===== src/rtl/stall_ctrl_pkg.sv =====
// Shared types and constants for the pipeline stall controller.
// The perf counters sized here are only built when STALL_COUNTERS_EN is defined.
package stall_ctrl_pkg;

  typedef enum logic [1:0] {
    RUN      = 2'd0,
    MEM_WAIT = 2'd1,
    FLUSH    = 2'd2
  } state_t;

  localparam int WAIT_CNT_W = 8;
  localparam int HAZ_RUN_W  = 4;
  localparam int FLUSH_W    = 3;
  localparam int PERF_CNT_W = 32;

  // Control word loaded into ID-EXE on a bubble: every control bit cleared.
  localparam logic [15:0] NOP_CTRL = 16'h0000;

endpackage


===== src/rtl/stall_event_counter.sv =====
// Event counter with enable and clear; sat=1 holds at all-ones, sat=0 wraps.
module stall_event_counter #(
  parameter int W = 8
) (
  input  logic         clk,
  input  logic         rst_n,
  input  logic         clr,
  input  logic         en,
  input  logic         sat,
  output logic [W-1:0] cnt
);

  logic [W-1:0] cnt_q, cnt_d;

  always_comb begin
    cnt_d = cnt_q;
    if (clr) begin
      cnt_d = '0;
    end else if (en && !(sat && (&cnt_q))) begin
      cnt_d = cnt_q + W'(1);
    end
  end

  always_ff @(posedge clk or negedge rst_n) begin
    if (!rst_n) cnt_q <= '0;
    else        cnt_q <= cnt_d;
  end

  assign cnt = cnt_q;

endmodule


===== src/rtl/pipeline_stall_controller.sv =====
// Per-stage freeze/flush/bubble control with memory timeout and hazard watchdog.
// Perf counters are built only when STALL_COUNTERS_EN is defined.
//   state    | meaning
//   RUN      | normal issue; branch flush and hazard stall evaluated
//   MEM_WAIT | MEM stage waiting on SRAM; everything frozen
//   FLUSH    | extra IF-ID flush cycles after a taken branch
module pipeline_stall_controller
  import stall_ctrl_pkg::*;
#(
  parameter int FLUSH_CYCLES   = 1,
  parameter int MEM_TIMEOUT    = 64,
  parameter int MAX_HAZARD_RUN = 3
) (
  input  logic        clk,
  input  logic        rst_n,
  input  logic        hazard_detected,
  input  logic        branch_taken,
  input  logic        mem_req,
  input  logic        mem_ready,
  output logic        freeze_if,
  output logic        flush_if,
  output logic        bubble_id,
  output logic        freeze_all,
  output logic        mem_timeout,
  output logic        hazard_deadlock,
  output logic [31:0] hazard_stall_cnt,
  output logic [31:0] mem_stall_cnt,
  output logic [31:0] flush_cnt
);

  localparam logic [FLUSH_W-1:0] FLUSH_RELOAD = FLUSH_W'(FLUSH_CYCLES - 1);

  state_t                 state_q, state_d;
  logic [FLUSH_W-1:0]     flush_left_q, flush_left_d;
  logic                   mem_timeout_q, mem_timeout_d;
  logic                   deadlock_q, deadlock_d;
  logic [WAIT_CNT_W-1:0]  wait_cnt;
  logic [HAZ_RUN_W-1:0]   hazard_run;
  logic                   mem_wait, run_rules;
  logic                   frz_all, frz_if, fl_if, bub_id;
  logic                   hz_stall, hz_clr, br_acc;

  always_comb begin
    state_d      = state_q;
    flush_left_d = flush_left_q;
    mem_wait     = mem_req & ~mem_ready;
    run_rules    = 1'b0;
    frz_all      = 1'b0;
    frz_if       = 1'b0;
    fl_if        = 1'b0;
    bub_id       = 1'b0;
    hz_stall     = 1'b0;
    hz_clr       = 1'b0;
    br_acc       = 1'b0;

    case (state_q)
      RUN: begin
        if (mem_wait) begin
          frz_all = 1'b1;
          state_d = MEM_WAIT;
        end else begin
          run_rules = 1'b1;
        end
      end
      MEM_WAIT: begin
        if (!mem_ready) begin
          frz_all = 1'b1;
        end else begin
          state_d   = RUN;
          run_rules = 1'b1;
        end
      end
      FLUSH: begin
        // A memory wait suspends the flush; the remaining count resumes after.
        if (mem_wait) begin
          frz_all = 1'b1;
        end else begin
          fl_if  = 1'b1;
          bub_id = 1'b1;
          if (branch_taken) begin
            br_acc       = 1'b1;
            flush_left_d = FLUSH_RELOAD;
            state_d      = (FLUSH_CYCLES > 1) ? FLUSH : RUN;
          end else if (flush_left_q <= FLUSH_W'(1)) begin
            flush_left_d = '0;
            state_d      = RUN;
          end else begin
            flush_left_d = flush_left_q - FLUSH_W'(1);
          end
        end
      end
      default: state_d = RUN;
    endcase

    if (run_rules) begin
      if (branch_taken) begin
        fl_if  = 1'b1;
        bub_id = 1'b1;
        br_acc = 1'b1;
        hz_clr = 1'b1;
        if (FLUSH_CYCLES > 1) begin
          state_d      = FLUSH;
          flush_left_d = FLUSH_RELOAD;
        end else begin
          state_d      = RUN;
          flush_left_d = '0;
        end
      end else if (hazard_detected) begin
        frz_if   = 1'b1;
        bub_id   = 1'b1;
        hz_stall = 1'b1;
      end else begin
        hz_clr = 1'b1;
      end
    end

    // Flags latch on the cycle the counter is about to reach its limit.
    mem_timeout_d = mem_timeout_q |
                    (frz_all && (wait_cnt == WAIT_CNT_W'(MEM_TIMEOUT - 1)));
    deadlock_d    = deadlock_q |
                    (hz_stall && (hazard_run == HAZ_RUN_W'(MAX_HAZARD_RUN - 1)));
  end

  always_ff @(posedge clk or negedge rst_n) begin
    if (!rst_n) begin
      state_q       <= RUN;
      flush_left_q  <= '0;
      mem_timeout_q <= 1'b0;
      deadlock_q    <= 1'b0;
    end else begin
      state_q       <= state_d;
      flush_left_q  <= flush_left_d;
      mem_timeout_q <= mem_timeout_d;
      deadlock_q    <= deadlock_d;
    end
  end

  stall_event_counter #(.W(WAIT_CNT_W)) u_wait_cnt (
    .clk(clk), .rst_n(rst_n), .clr(~frz_all), .en(frz_all), .sat(1'b1), .cnt(wait_cnt)
  );

  stall_event_counter #(.W(HAZ_RUN_W)) u_hazard_run (
    .clk(clk), .rst_n(rst_n), .clr(hz_clr), .en(hz_stall), .sat(1'b1), .cnt(hazard_run)
  );

  // Reset gates the Mealy outputs so they drop the instant rst_n falls.
  assign freeze_all      = rst_n & frz_all;
  assign freeze_if       = rst_n & frz_if;
  assign flush_if        = rst_n & fl_if;
  assign bubble_id       = rst_n & bub_id;
  assign mem_timeout     = mem_timeout_q;
  assign hazard_deadlock = deadlock_q;

`ifdef STALL_COUNTERS_EN
  stall_event_counter #(.W(PERF_CNT_W)) u_hazard_stall_cnt (
    .clk(clk), .rst_n(rst_n), .clr(1'b0), .en(frz_if), .sat(1'b0), .cnt(hazard_stall_cnt)
  );
  stall_event_counter #(.W(PERF_CNT_W)) u_mem_stall_cnt (
    .clk(clk), .rst_n(rst_n), .clr(1'b0), .en(frz_all), .sat(1'b0), .cnt(mem_stall_cnt)
  );
  stall_event_counter #(.W(PERF_CNT_W)) u_flush_cnt (
    .clk(clk), .rst_n(rst_n), .clr(1'b0), .en(br_acc), .sat(1'b0), .cnt(flush_cnt)
  );
`else
  assign hazard_stall_cnt = '0;
  assign mem_stall_cnt    = '0;
  assign flush_cnt        = '0;
`endif

endmodule


===== config.mk =====
export PLATFORM = sky130hd
export DESIGN_NAME = pipeline_stall_controller
export DESIGN_NICKNAME = d
export VERILOG_FILES = /design/src/rtl/stall_ctrl_pkg.sv /design/src/rtl/stall_event_counter.sv /design/src/rtl/pipeline_stall_controller.sv
export SDC_FILE = /design/constraint.sdc
export NUM_CORES = 1
export LEC_CHECK = 0
export BUFFER_PORTS_ARGS = -buffer_cell sky130_fd_sc_hd__buf_2
export CAP_MARGIN = 20
export CORE_MARGIN = 3
export CORE_UTILIZATION = 39
export CTS_BUF_LIST = sky130_fd_sc_hd__clkbuf_4
export DETAILED_ROUTE_END_ITERATION = 10
export PLACE_DENSITY_LB_ADDON = 0.3
export SLEW_MARGIN = 20
export SYNTH_ARGS = -nofsm -noshare
export SYNTH_HDL_FRONTEND = slang
export SYNTH_SLANG_ARGS = --single-unit

===== constraint.sdc =====
create_clock -name clk -period 4.5 [get_ports clk]
set_input_delay 0.9 -clock clk [delete_from_list [all_inputs] [get_ports clk]]
set_output_delay 0.9 -clock clk [all_outputs]
set_load 0.01 [all_outputs]

### Yosys cells after proc, flatten, opt, wreduce, memory -nomap -nowiden

Cells that the tools add are included.
Widths: inputs -> output; s select.

| word-level totals | value |
|---|---|
| register bits after elaboration | 19 |
| output and inout bits | 102 |
| bits of input ports | 6 |
| word-level logic and storage cells | 70 |

| cells by class | value |
|---|---|
| magnitude comparators | 1 |
| bitwise gates (word level) | 8 |
| $add $sub $neg | 3 |
| mux-type cells | 36 |
| reduce and logical (&&, ||, !) cells | 11 |
| equal/unequal tests | 5 |

Operator list:

| cell | number |
|---|---|
| $mux 3 | 6 |
| $mux 1 | 16 |
| $mux 8 | 2 |
| $mux 2 | 7 |
| $add 8x1->8 const B | 1 |
| $eq 8x6->1 const B | 1 |
| $mux 4 | 2 |
| $reduce_and 8->1 | 1 |
| $pmux 2 s3 | 1 |
| $and 1x1->1 | 5 |
| $add 4x1->4 const B | 1 |
| $eq 4x2->1 const B | 1 |
| $logic_and 1x1->1 | 4 |
| $pmux 1 s2 | 2 |
| $reduce_and 4->1 | 1 |
| $le 3x1->1 const B | 1 |
| $sub 3x1->3 const B | 1 |
| $eq 2x1->1 const B | 1 |
| $eq 2x2->1 const B | 1 |
| $logic_not 1->1 | 2 |
| $logic_not 2->1 | 1 |
| $ne 2x1->1 const B | 1 |
| $or 1x1->1 | 2 |
| $reduce_bool 2->1 | 1 |
| 2 further kinds | 2 |

### Longest topological paths before layout

Gate-level depths: netlist of run 1.

| depth | value |
|---|---|
| depth in word-level cells | 8 |
| depth in mapped cells | 6 |

### Modules after synthesis

A second synthesis of run 1 with hierarchy kept.

| second synthesis, totals | value |
|---|---|
| cell total of the unflattened synthesis | 215 |
| area total of the unflattened synthesis | 1890.6 um^2 |

By module, submodules not included:

| module | sequential area each (um^2) | cells an instance | times used | area each (um^2) |
|---|---|---|---|---|
| pipeline_stall_controller | 175.2 | 149 | 1 | 1194.9 |
| stall_event_counter at u_wait_cnt | 200.2 | 45 | 1 | 470.5 |
| stall_event_counter at u_hazard_run | 100.1 | 21 | 1 | 225.2 |

### Least setup slack after synthesis of run 1

No wires, ideal clock.

| path | value |
|---|---|
| path kind | input to output |
| from | in mem_ready |
| to | out freeze_if |
| path slack | 2.062 ns |
| arrival time | 1.538 ns |
| cell stages on the path | 4 |
| path buffers | 1 |
| path through | o21bai_1 and2_1 buf_2 and3_1 |

| on the way | value |
|---|---|
| longest elaborated chain between the ends | 6 |

RTL lines:

| item | RTL line | RTL |
|---|---|---|
| start: declaration | pipeline_stall_controller.sv:19 | `input logic mem_ready,` |
| $not 1->1 | pipeline_stall_controller.sv:46 | `mem_wait = mem_req & ~mem_ready;` |
| $and 1x1->1 | pipeline_stall_controller.sv:46 |  |
| $mux 1 | pipeline_stall_controller.sv:58 | `if (mem_wait) begin` |
| $pmux 1 s2 * | pipeline_stall_controller.sv:56 | `case (state_q)` |
| $mux 1 * | pipeline_stall_controller.sv:95 | `if (run_rules) begin` |
| $and 1x1->1 * | pipeline_stall_controller.sv:148 | `assign freeze_if = rst_n & frz_if;` |
| end: declaration | pipeline_stall_controller.sv:20 | `output logic freeze_if,` |

Every way passes the cells marked *; elsewhere a longest branch is shown, timed or not.

### Worst setup path after layout of run 1

| path | value |
|---|---|
| from | in mem_req |
| to | out freeze_if |

| on the way | value |
|---|---|
| longest elaborated chain between the ends | 5 |

RTL lines:

| item | RTL line | RTL |
|---|---|---|
| start: declaration | pipeline_stall_controller.sv:18 | `input logic mem_req,` |
| $and 1x1->1 | pipeline_stall_controller.sv:46 |  |
| $mux 1 | pipeline_stall_controller.sv:58 |  |
| $pmux 1 s2 | pipeline_stall_controller.sv:56 |  |
| $mux 1 | pipeline_stall_controller.sv:95 |  |
| $and 1x1->1 | pipeline_stall_controller.sv:148 |  |

No other way between the ends.

==> results of run 1 <==
-- worst paths after layout --
path,startpoint,end,slack (ns),cells after the start
max,mem_req,freeze_if,1.78,5
min,hazard_deadlock,hazard_deadlock,0.49,1
max reg2reg,u_wait_cnt.cnt[0],u_wait_cnt.cnt[5],2.98,5
min reg2reg,hazard_deadlock,hazard_deadlock,0.49,1
max in group asynchronous,rst_n,flush_left_q[0],3.63,1
min in group asynchronous,rst_n,u_hazard_run.cnt[2],0.54,1
-- where the power goes --
| group | internal, W | leakage (nW) | switching (W) | total (W) |
|---|---|---|---|---|
| Combinational | 0.0000149 | 0.573 | 0.0000586 | 0.0000735 |
| Clock | 0.0000331 | 0.0177 | 0.0000554 | 0.0000885 |
| Sequential | 0.000177 | 0.260 | 0.00000570 | 0.000183 |
| Total | 0.000225 | 0.851 | 0.000120 | 0.000345 |
-- area by class of cell --
class / instances / area [µm²] / area share
clock inverter: 1 / 5.00 / 0.00323
multi-input combinational: 185 / 901 / 0.581
tap: 50 / 62.6 / 0.0403
inverter: 8 / 30.0 / 0.0194
sequential: 19 / 475 / 0.306
timing repair buffer: 11 / 55.1 / 0.0355
clock buffer: 3 / 22.5 / 0.0145
-- per-layer routing --
metal | vias to the layer above | GRT usage | share of wire
li1 | 537 | - | -
met1 | 486 | 0.109 | 0.43
met2 | 60 | 0.121 | 0.45
met3 | 2 | 0.0274 | 0.10
met4 | 0 | 0.0241 | 0.0097
met5 | - | 0 | 0
-- cells by family after synthesis --
| logic type | count (synthesis) | share of synthesized area |
|---|---|---|
| compound gates | 28 | 0.103 |
| buf+inv | 106 | 0.427 |
| other cells | 1 | 0.00211 |
| simple gates | 54 | 0.155 |
| mux | 1 | 0.00562 |
| flops | 19 | 0.267 |
| xor+xnor | 1 | 0.00492 |
| fa+ha+maj | 5 | 0.0351 |
-- Yosys cell counts, drive strengths merged --
master   n
nor3b    1
and3     1
o21bai   2
or3      1
nor2    17
a41oi    1
a31oi    2
a21boi   2
dfrtp   19
ha       5
a21oi    6
buf     98
inv      8
mux2i    1
nand3    7
and2b    3
a211oi   2
a21o     2
o21ai    7
and2     1
a31o     1
nand2b   4
and4     1
nand4    1
xor2     1
o311ai   1
conb     1
a41o     1
nor3     7
o21ba    1
nand2    9
or2b     1
-- stage by stage --
| step | worst slack (ns) | power [W] | cells | area (µm²) | hold slack (ns) |
|---|---|---|---|---|---|
| after floorplan | 2.06 | 0.000304 | 310 | 2140 | 0.465 |
| after CTS | 1.77 | 0.000351 | 277 | 1550 | 0.498 |
| after global routing | 1.71 | 0.000370 | 277 | 1550 | 0.521 |
| after global placement | 1.79 | 0.000258 | 273 | 1520 | 0.454 |
| after detailed placement | 1.77 | 0.000259 | 273 | 1520 | 0.464 |
| final | 1.78 | 0.000345 | 277 | 1550 | 0.490 |
-- registers in the layout, indices dropped and copies added (netlist names) --
| signal | flops |
|---|---|
| u_hazard_run.cnt | 4 |
| flush_left_q | 3 |
| hazard_deadlock | 1 |
| mem_timeout | 1 |
| u_wait_cnt.cnt | 8 |
| state_q | 2 |
-- critical path: cells and delay by family --
family	cells	cell delay, ns
compound gates	1	0.19
simple gates	2	0.50
buf+inv	2	0.23
==> metrics.yaml, run 1 <==
cts:
  post-cts-setup-buffers: 0
  htree_num_levels: 1
  cts.path.max_buffers: 2
  cts_root_buf: "clkbuf_4"
  cts_hold_buf: 0
  cts.repair.resized: 0
  cts_tree: "done"
  cts_made_buffers: 3
  clkSinkCount: 19
  clk_pin_slew_worst_paths_ns: 0.11
  clk_latency_ns: 0.30
detailed_routing:
  finalWirelength_um: 2480
  viasPerCell: 3.92
  drcViolationCount: 0
  vias: 1085
  first_iter_violations: 16
  wl_per_cell_um: 8.96
  ant_nets: 0
  drtPass1Iterations: 6
status:
  outcome: "finished, final reports clean"
setup_path:
  crit_slowest_cell: "and2_1"
  crit_path_frequent_cell: "buf_2"
  crit_required_ns: 3.60
  arrival_ns: 1.82
  crit_fanout: 8
  cp_slowest_stage_delay_ns: 0.31
  start_kind: "input pin"
  crit_type: "input pin to output pin"
  worst_setup_path_end_kind: "output pin"
  crit_chain: "buf_2 -> o21bai_1 -> and2_1 -> and3_1 -> buf_2"
synthesis:
  synth_top_area_cell: "buf_4"
  yosys_warnings: 0
  ys_top_cells_by_area: "buf_4 (40%), dfrtp_1 (27%), nor2_1 (3.6%)"
  synth_top_area_share: 0.405
  synth_area_um2: 1780
  synth_cells: 215
  yosysSeqAreaShare: 0.267
  syn_area_per_cell_um2: 8.28
  ys_ff_latch: 19
  yosysUniqueCellTypes: 37
finish:
  fin_nets: 239
  layout_common_cells: "conb_1 (96), dfrtp_1 (19), nor2_1 (17)"
  antenna_cells: 0
  fillerInstances: 465
  drive_gt1_frac: 0.0925
  mostFrequentLayoutCell: "conb_1"
  final_core_util: 0.369
  area_delta_synth_final_pct: -12.9
floorplan:
  rows: 23
  fp.dieW_um: 73.6
  core_area_um2: 4200
  ios: 108
  initial_core_util: 0.424
  dieArea_um2: 5410
  die_h_um: 73.6
place:
  place_congestion: 0.747
  port_buffers: 11
  dpl.hpwl_um: 2020
global_route:
  grt_pass1_vias: 756
  antenna_found_initial: 0
  grt-ovfl-total: 0
  grt_usage: 0.0806
  grt_pass1_wl_um: 3450
  grt_max_degree: 23
sta:
  skew_ns: 0.00157
  finalSetupViolations: 0
  rsz0062_at_grt: "false"
  finalCriticalPeriod_ns: 2.72
  post-route-period-util: 0.605
  setup_tns_ns: 0
  timing.fmax_ghz: 0.368
  slew_viol_final: 0
  hold_viol: 0
hold_path:
  hold_class: "flip-flop to flip-flop"
power:
  power_density_nw_per_um2: 222
  ir_drop_mv: 0.203
  p_leak_nw: 0.851
job:
  maxCapViolCount: 0
Power figures use the tool's default switching activity.
==> run 2, diff against run 1 <==
==> constraint.sdc (replaced) <==
create_clock -name clk -period 2.5 [get_ports clk]
set_input_delay 0.5 -clock clk [delete_from_list [all_inputs] [get_ports clk]]
set_output_delay 0.5 -clock clk [all_outputs]
set_load 0.01 [all_outputs]
==> metrics.yaml, run 2 (same netlist as run 1, synthesis figures left out) <==
sta:
  hold_viol: 0  # unchanged
  timing.fmax_ghz: 0.481
  rsz0062_at_grt: "false"
  post-route-period-util: 0.831
  finalSetupViolations: 0  # unchanged
  skew_ns: 0.00332  # +0.00175 ns
  maxSlewHeadroom: 0.671
  setup_tns_ns: 0  # unchanged
  tightest_slew_ns: 0.487
  slew_viol_final: 0  # unchanged
  finalCriticalPeriod_ns: 2.08
global_route:
  grt_pass1_wl_um: 3660  # +6.0%
  grt_pass1_vias: 837  # +11%
  grt-ovfl-total: 0  # unchanged
  grt_usage: 0.0856  # +0.00493
  antenna_found_initial: 0  # unchanged
  grt_max_degree: 14  # -39%
cts:
  cts_tree: "done"
  clkSinkCount: 19  # unchanged
  htree_num_levels: 1  # unchanged
  post-cts-setup-buffers: 0  # unchanged
  cts.path.max_buffers: 2  # unchanged
  clk_latency_ns: 0.30  # about the same
  cts.repair.resized: 0  # unchanged
  cts_hold_buf: 0  # unchanged
  cts_made_buffers: 3  # unchanged
  cts_root_buf: "clkbuf_4"
  clk_pin_slew_worst_paths_ns: 0.11  # about the same
setup_path:
  crit_required_ns: 2.00  # -1.60 ns
  cp_slowest_stage_delay_ns: 0.43  # +0.12 ns
  crit_slowest_cell: "dfrtp_1"
  cp_num_buf_inv: 1  # -1
  worst_r2r_endpoint: "u_hazard_run.cnt[1]"
  critical_path.startpoint: "state_q[0]"
  crit_fanout: 8  # unchanged
  crit_chain: "o21bai_1 -> and2_1 -> and3_1 -> buf_2"
  crit_type: "flip-flop to output pin"
  reg2reg_from: "u_hazard_run.cnt[0]"
  start_kind: "flip-flop"
  path_delay_family: "simple AND/OR/NAND/NOR gates"
  worst_setup_path_end_kind: "output pin"
  reg2reg_depth: 5  # unchanged
  cp.depth: 4  # -1
  arrival_ns: 1.58  # -0.24 ns
  endpoint: "freeze_if"
  reg2reg_slack_ns: 0.95  # -2.03 ns
power:
  internal_power_w: 0.000406  # +80%
  p_sw_w: 0.000213  # +78%
  ir_drop_mv: 0.259  # +28%
  p_comb_frac: 0.217  # +0.004
  seqPwrFrac: 0.532  # +0.002
  power_density_nw_per_um2: 397  # +79%
  clockPowerShare: 0.252  # -0.005
  p_leak_nw: 0.856  # +0.56%
  p_sw_frac: 0.344  # -0.00262
floorplan:
  dieArea_um2: 5410  # unchanged
  core_area_um2: 4200  # unchanged
  die_h_um: 73.6  # unchanged
  ios: 108  # unchanged
  fp.dieW_um: 73.6  # unchanged
  initial_core_util: 0.424  # unchanged
  rows: 23  # unchanged
detailed_routing:
  drtPass1Iterations: 4  # -2
  ant_nets: 0  # unchanged
  finalWirelength_um: 2530  # +2.0%
  vias: 1089  # +0.37%
  wl_per_cell_um: 9.11  # +1.6%
  first_iter_violations: 39  # +23
  viasPerCell: 3.92  # about the same
  drcViolationCount: 0  # unchanged
job:
  maxCapViolCount: 0  # unchanged
finish:
  drive_gt1_frac: 0.0965  # +0.00398
  mostFrequentLayoutCell: "conb_1"
  area_delta_synth_final_pct: -12.4
  fin_nets: 240  # +0.42%
  layout_common_cells: "conb_1 (96), dfrtp_1 (19), nor2_1 (17)"
  largest_reg_flops: 8  # unchanged
  final_core_util: 0.371  # +0.00179
  antenna_cells: 0  # unchanged
  fillerInstances: 446  # -4.1%
place:
  port_buffers: 11  # unchanged
  place_congestion: 0.767  # +2.7%
  dpl.hpwl_um: 2120  # +4.6%
status:
  outcome: "finished, final reports clean"
hold_path:
  hold_class: "input pin to async pin"
run 2: cell types whose count changed in the layout (fill, tap and decap cells not counted):
cell,before,now
buf_4,0,1
run 2: how the worst min path moves through the flow:
stage,depth (start not counted),end,slack (ns)
5_1_grt,1,u_hazard_run.cnt[1],0.05
4_1_cts,1,u_hazard_run.cnt[0],0.04
3_3_place_gp,1,u_hazard_run.cnt[0],0.39
6_report,1,u_hazard_run.cnt[0],0.05
2_1_floorplan,0,flush_left_q[0],0.20
3_5_place_dp,1,u_hazard_run.cnt[0],0.39
run 2: worst register-to-register path, cell delays in order, from the launching register on:
cell,delay [ns]
dfrtp_1,0.46
ha_1,0.24
nand3_1,0.11
o311ai_0,0.45
nand2_1,0.10
o21ai_0,0.10
run 2: final cells by class:
class	instances	area, µm²	share of cell area
Timing Repair Buffer	12	62.6	0.0401
Inverter	8	30.0	0.0193
Clock inverter	1	5.00	0.00321
Tap cell	50	62.6	0.0401
Sequential cell	19	475	0.305
Clock buffer	3	22.5	0.0144
Multi-Input combinational cell	185	901	0.578
run 2: power by group through the flow:
stage                     logic, W  clock network (W)  registers, W
after global routing      0.000153           0.000179      0.000332
after detailed placement  0.000132                  0      0.000335
after global placement    0.000131                  0      0.000336
after floorplan           0.000211                  0      0.000337
after CTS                 0.000132           0.000170      0.000329
final                     0.000134           0.000156      0.000330
run 2: through the flow:
stage	instances	cell area [µm²]	hold WS, ns	total power, W	setup slack, ns
after global routing	278	1560	0.0504	0.000664	0.281
after CTS	278	1560	0.0420	0.000631	0.391
after floorplan	310	2140	0.204	0.000548	0.862
after global placement	274	1530	0.390	0.000467	0.589
after detailed placement	274	1530	0.388	0.000467	0.548
final	278	1560	0.0541	0.000620	0.422
run 2: metal layers:
layer,vias up,track usage,share of wire
met5,-,0,0
met4,0,0.0181,0.0047
met3,2,0.0287,0.095
met2,60,0.135,0.47
met1,489,0.114,0.43
li1,538,-,-
